[config.mk]
export PLATFORM = sky130hd
export DESIGN_NAME = demux_1n_stream
export DESIGN_NICKNAME = d
export VERILOG_FILES = /design/src/rtl/demux_1n_stream.sv
export SDC_FILE = /design/constraint.sdc
export NUM_CORES = 1
export LEC_CHECK = 0
export ABC_AREA = 1
export CORE_AREA = 2 2 70 72
export CTS_CLUSTER_SIZE = 40
export DETAILED_ROUTE_END_ITERATION = 7
export DIE_AREA = 0 0 72 74
export GPL_TIMING_DRIVEN = 0
export PLACE_DENSITY = 0.77
export SETUP_SLACK_MARGIN = 0.1
export SLEW_MARGIN = 10
export SYNTH_ARGS = -nofsm -noshare
export SYNTH_HDL_FRONTEND = slang
export SYNTH_SLANG_ARGS = --single-unit
[constraint.sdc]
create_clock -name clk -period 1.5 [get_ports clk]
set_clock_uncertainty 0.15 [all_clocks]
set_input_delay 0.15 -clock clk [delete_from_list [all_inputs] [get_ports clk]]
set_output_delay 0.15 -clock clk [all_outputs]
set_load 0.01 [all_outputs]
[src/rtl/demux_1n_stream.sv]
// Registered 1:N stream demultiplexer: routes one producer word to a selected
// channel (or all channels) through per-channel one-entry holding registers.
module demux_1n_stream #(
   parameter int WIDTH    = 8,
   parameter int CHANNELS = 4,
   parameter int SEL_W    = 2
) (
   input  logic                      clk,
   input  logic                      rst_n,
   input  logic                      in_valid,
   output logic                      in_ready,
   input  logic [WIDTH-1:0]          in_data,
   input  logic [SEL_W-1:0]          in_sel,
   input  logic                      in_bcast,
   output logic [CHANNELS-1:0]       out_valid,
   input  logic [CHANNELS-1:0]       out_ready,
   output logic [CHANNELS*WIDTH-1:0] out_data,
   output logic                      err_sel,
   output logic [7:0]                drop_cnt,
   input  logic                      err_clr,
   output logic                      idle
);

   localparam int SEL_W_EXP = (CHANNELS <= 2) ? 1 : $clog2(CHANNELS);

   if (SEL_W != SEL_W_EXP) begin : g_bad_sel_w
      $error("demux_1n_stream: SEL_W must equal max(1, ceil(log2(CHANNELS)))");
   end
   if (CHANNELS < 2 || CHANNELS > 16) begin : g_bad_channels
      $error("demux_1n_stream: CHANNELS must be in 2..16");
   end
   if (WIDTH < 1) begin : g_bad_width
      $error("demux_1n_stream: WIDTH must be >= 1");
   end

   logic [CHANNELS-1:0] sel_hit;
   logic [CHANNELS-1:0] slot_free;
   logic [CHANNELS-1:0] load;
   logic [CHANNELS-1:0] valid_q;
   logic [WIDTH-1:0]    data_q [CHANNELS];
   logic                sel_in_range;
   logic                accept;
   logic                drop;
   logic                err_q;
   logic [7:0]          cnt_q;

   // Handshake: a word transfers on any rising edge where valid and ready are
   // both 1; ready never looks at valid, and a stalled producer holds its word.
   for (genvar i = 0; i < CHANNELS; i++) begin : g_chan
      assign sel_hit[i]                    = (in_sel == SEL_W'(i));
      assign out_data[i*WIDTH +: WIDTH]    = data_q[i];
   end

   assign sel_in_range = |sel_hit;
   assign slot_free    = ~valid_q | out_ready;

   always_comb begin
      in_ready = 1'b1;
      if (in_bcast)
         in_ready = &slot_free;
      else if (sel_in_range)
         in_ready = |(sel_hit & slot_free);
   end

   assign accept = in_valid & in_ready;
   assign load   = {CHANNELS{accept}} & (in_bcast ? {CHANNELS{1'b1}} : sel_hit);
   // Out-of-range unicast selects are swallowed so the producer never deadlocks.
   assign drop   = accept & ~in_bcast & ~sel_in_range;

   always_ff @(posedge clk or negedge rst_n) begin
      if (!rst_n) begin
         valid_q <= '0;
         for (int i = 0; i < CHANNELS; i++) data_q[i] <= '0;
      end else begin
         for (int i = 0; i < CHANNELS; i++) begin
            if (load[i]) begin
               valid_q[i] <= 1'b1;
               data_q[i]  <= in_data;
            end else if (out_ready[i]) begin
               valid_q[i] <= 1'b0;
            end
         end
      end
   end

   // A drop in the same cycle as a clear counts as the first new drop.
   always_ff @(posedge clk or negedge rst_n) begin
      if (!rst_n) begin
         err_q <= 1'b0;
         cnt_q <= '0;
      end else if (drop) begin
         err_q <= 1'b1;
         if (err_clr)
            cnt_q <= 8'd1;
         else if (cnt_q != 8'hFF)
            cnt_q <= cnt_q + 8'd1;
      end else if (err_clr) begin
         err_q <= 1'b0;
         cnt_q <= '0;
      end
   end

   assign out_valid = valid_q;
   assign err_sel   = err_q;
   assign drop_cnt  = cnt_q;
   assign idle      = ~|valid_q;

endmodule
Yosys cells after proc, flatten, opt, wreduce, memory -nomap -nowiden:

Cells that the tools add are included.

* add/subtract/negate cells: 1
* multipliers: 0
* divide/modulo/power cells: 0
* order comparisons: 0
* eq/ne operators: 4
* shift-type cells: 0
* muxes and demuxes: 17
* bitwise operators: 9
* reduce and logical (&&, ||, !) cells: 13

Operator list (count)
* 8-bit 2-to-1 mux: 4
* 1-bit 2-to-1 mux: 12
* 2-bit nonzero test: 6
* 4-bit OR reduction: 3
* 8-bit by 1-bit adder with 8-bit output, second input constant: 1
* 4-bit AND: 2
* 8-bit inequality test, second input constant: 1
* 2-bit equality test, second input constant: 2
* 4-bit 2-to-1 mux: 1
* 4-bit inverter: 1
* 4-bit OR: 1
* 4-bit AND reduction: 1
* 1-bit AND: 3
* 2-bit by 1-bit equality test with 1-bit output, second input constant: 1
* 2-bit logical NOT: 1
* 1-bit inverter: 2
* 2-bit AND reduction: 1
* 1-bit logical NOT: 1

* bits in registers: 45
* bits in latches: 0
* RAM bits: 0
* bits in read-only memories: 0
* input bits: 19
* memories kept: 0

Depth between registers and ports, before layout:

* depth in word-level cells: 11
* mapped depth: 10
* gate-level depth less buffers: 9

Least setup slack after synthesis:

OpenSTA, ideal clock, no wires.

* kind: register -> register
* from: register valid_q[2], in the netlist out_valid[2]
* to: register data_q (netlist bit out_data[10])
* setup time: 0.119 ns
* arrival time: 1.213 ns
* path slack: 0.018 ns
* cell stages (with the launch flop): 7
* path buffers: 0
* clock period less this slack: 1.482 ns
* path through: dfrtp_1 -> nand2_1 -> nand2_1 -> o21ai_4 -> nand4_4 -> nand2_1 -> nand2_1

* word-level cells in the longest chain between the ends: 8
* elaborated cells on any way between the ends: 9
* classes of those cells: mux: 2; bitwise: 5; reduce/logical: 2

Ends and longest elaborated chain
* start, declared: RTL line 39 `logic [CHANNELS-1:0] valid_q;`
* start signal, assigned: RTL line 72 `valid_q <= '0;`
* start signal, assigned by index: RTL line 77 `valid_q[i] <= 1'b1;`
* start signal, assigned by index: RTL line 80 `valid_q[i] <= 1'b0;`
* 4-bit inverter *: RTL line 55 `assign slot_free = ~valid_q | out_ready;`
* 4-bit OR *: RTL line 55
* 4-bit AND: RTL line 62 `in_ready = |(sel_hit & slot_free);`
* 4-bit OR reduction: RTL line 62
* 1-bit 2-to-1 mux: RTL line 61 `else if (sel_in_range)`
* 1-bit 2-to-1 mux *: RTL line 59 `if (in_bcast)`
* 1-bit AND *: RTL line 65 `assign accept = in_valid & in_ready;`
* 4-bit AND *: RTL line 66 `assign load = {CHANNELS{accept}} & (in_bcast ? {CHANNELS{1'b1}} : sel_hit);`
* end signal, assigned by index: RTL line 78 `data_q[i] <= in_data;`
* end, declared: RTL line 40 `logic [WIDTH-1:0] data_q [CHANNELS];`

Every way passes the cells marked *; elsewhere a longest branch is shown, timed or not.
A chain may end at the register's enable or synchronous reset.

Worst setup path in the final report:

* from: register valid_q[3], in the netlist out_valid[3]
* to: output port in_ready

* word-level cells in the longest chain between the ends: 6
* elaborated cells on any way between the ends: 7
* classes of those cells: mux: 2; bitwise: 3; reduce/logical: 2

Ends and longest elaborated chain
* 4-bit inverter *: RTL line 55
* 4-bit OR *: RTL line 55
* 4-bit AND: RTL line 62
* 4-bit OR reduction: RTL line 62
* 1-bit 2-to-1 mux: RTL line 61
* 1-bit 2-to-1 mux *: RTL line 59
* end, declared: RTL line 11 `output logic in_ready,`

Marked as above.

==> flow_summary_export.csv <==
group,metric,value,unit
die,die_h,74,µm
setup_path,critPathTopFamily,"flip-flops",
routing,detail-route-antenna-nets,0,
clocking,cts_made_buffers,5,
sta,tightest_slew,0.5727,ns
die,io_pins,66,
finish,finish.utilization,67.18,%
clocking,cts_tree,"yes",
sta,fin_crit,1.702,ns
routing,first_pass_iters,5,
place,place_inst,333,
logic_synthesis,synth_cell_type_count,19,
pwr,p_per_area,1163,nW/µm²
grt,gr-total-overflow,0,
pwr,power.total,3.592,mW
setup_path,crit_slowest_cell,"dfrtp_1",
pwr,clockPowerShare,21.7,%
place,port_buffers,62,
finish,final_nets,326,
setup_path,crit_chain,"nand2_2, buf_6, nand2_2, nand3_2, nand2_2, nand2_4, buf_6, buf_6",
sta,tns,-4.313,ns
setup_path,cp-end-kind,"output pin",
pwr,power_frac_seq,44.0,%
run,drv_cap,0,
sta,period_share,113.4,%
finish,fin_area,3089,µm²
finish,diodes,0,
setup_path,cp-start-kind,"flip-flop",
grt,grt_pass1_wl,8956,µm
grt,antenna_found_initial,0,
clocking,insertion_delay,0.30,ns
die,rows,25,
routing,drc,0,
routing,wirelength,5935,µm
finish,fill_cells,378,
sta,setup_viol,39,
sta,fin_ws,-0.2017,ns
pwr,ir_worst_vdd,0.6991,mV
sta,fmax,587.7,MHz
die,die_area,5328,µm²
outcome,violations,"setup timing",
setup_path,slowest_delay,0.38,ns
sta,hold_violations,0,
routing,routed-via-count,1942,
die,core,4598,µm²
min_path,min_path_type,"in2reg",
clocking,cts_max_path_buffers,2,
grt,grt_max_degree,32,
clocking,clockRootBuffer,"clkbuf_8",
logic_synthesis,synth_seq_area_share,56.39,%
place,dp_hpwl,3637,µm
outcome,status,"finished with violations",
sta,rsz0062_at_grt,"yes",
grt,grt_pass1_vias,1810,
routing,drt_iter0_drc,143,
setup_path,worst_ep_required_time,1.20,ns
clocking,path_clk_slew,0.09,ns
die,initial_core_util,43.43,%
logic_synthesis,ys_warn_count,0,
logic_synthesis,synth_nets,235,
place,gp_congestion,0.8516,
setup_path,crit_fanout,4,
pwr,swShare,34.81,%
place,place_ws,-0.6952,ns
setup_path,worstSetupPathType,"reg2out",
setup_path,path_buf_inv,3,
finish,layout-drive-gt1-share,27.92,%
sta,maxSlewHeadroom,61.81,%
logic_synthesis,syn_avg_cell_area,9.245,µm²
logic_synthesis,syn-cell-area,1997,µm²
finish,fin_cells,362,
finish,syn2layout_area_growth,54.70,%
pwr,p_int,2.341,mW
grt,gr-usage-all-layers,22.40,%
logic_synthesis,ys_seq_elements,45,
finish,multi_input_area,948.4,µm²
pwr,switchingPower,1.250,mW
routing,vias_per_cell,5.365,
finish,seqCellArea,1126,µm²
sta,holdWs,0.03829,ns
place,place_area,2710,µm²
routing,wl_per_cell,16.40,µm
setup_path,arrival,1.40,ns
die,die_w,72,µm
pwr,power_leakage,1.615,nW
sta,slew_violations,0,
clocking,cts-htree-levels,2,
clocking,cts_sinks,45,
pwr,p_comb_share,34.3,%
logic_synthesis,synthCells,216,
==> layer usage <==
layer  vias to the layer above  track usage, %  part of all wire (%)
met2                        88           37.96                    50
met4                         0           7.757                   2.1
met1                       923           29.21                    41
met3                        14           4.201                   7.3
li1                        917               -                     -
met5                         -               0                     0
==> sequential cells by signal (all words and copies together) (netlist names) <==
name / count
out_valid: 4
drop_cnt: 8
out_data: 32
err_sel: 1
==> layout by cell type (no fill, tap or decap), types with 2 or more instances in the layout <==
cell type,n
buf_2,4
buf_4,12
nand2_1,59
o21ai_2,3
nand4_1,32
buf_6,10
clkdlybuf4s50_1,12
nor2_1,10
buf_12,2
dfrtp_1,45
nand4_4,8
clkbuf_8,5
inv_2,2
clkbuf_1,4
dlygate4sd2_1,43
inv_1,14
nand2_2,28
==> path summary, 6_finish.rpt <==
| check | slack (ns) | start | end | depth (start not counted) |
|---|---|---|---|---|
| worst max-delay path | -0.20 | out_valid[3] | in_ready | 8 |
| min in group asynchronous | 0.13 | rst_n | out_data[11] | 2 |
| max in group asynchronous | 0.58 | rst_n | out_data[30] | 3 |
| worst min-delay path | 0.04 | err_clr | drop_cnt[6] | 2 |
| worst min register to register | 0.33 | out_data[12] | out_data[12] | 2 |
| worst max register to register | -0.16 | out_valid[1] | out_data[5] | 8 |
==> cell usage after synthesis, drive strengths merged <==
master / instances / area (µm²)
inv: 16 / 60.06
clkbuf: 4 / 15.01
nand4: 36 / 285.3
a21oi: 2 / 10.01
buf: 5 / 46.29
o21ai: 4 / 38.79
nand3: 2 / 10.01
nand2: 89 / 354.1
dfrtp: 45 / 1126
nor2: 12 / 45.04
nor4: 1 / 6.260
==> cells by family after synthesis <==
| kind of cell | share of synthesized area [%] |
|---|---|
| AOI/OAI and AO/OA | 2.444 |
| buffers and inverters | 6.077 |
| DFF | 56.39 |
| and+or+nand+nor | 35.09 |
==> what timing repair did <==
item | in CTS | in global routing
cloned | 4 | 0
buffers inserted | 12 | 6
pin swaps | 24 | 29
hold buffers | 1 | 0
hold endpoints to repair | 45 | 0
endpoints found under the setup margin | 83 | 41
resized for setup | 70 | 38
==> power groups by stage <==
stage | Combinational (mW) | Sequential (mW) | Clock, mW
6_report | 1.23 | 1.58 | 0.779
5_1_grt | 1.34 | 1.61 | 0.844
4_1_cts | 1.13 | 1.56 | 0.776
3_5_place_dp | 1.15 | 1.60 | 0
3_3_place_gp | 1.12 | 1.59 | 0
2_1_floorplan | 0.396 | 1.69 | 0
==> layout make-up <==
type	count	area share [%]
clock buffer	5	2.228
tap	54	2.187
timing repair buffer	80	23.82
clock inverter	3	0.6885
inverter	16	1.944
multi-input combinational	150	30.70
sequential	45	36.45
buffer	9	1.985
No activity file was read; power rests on OpenSTA's default activity.
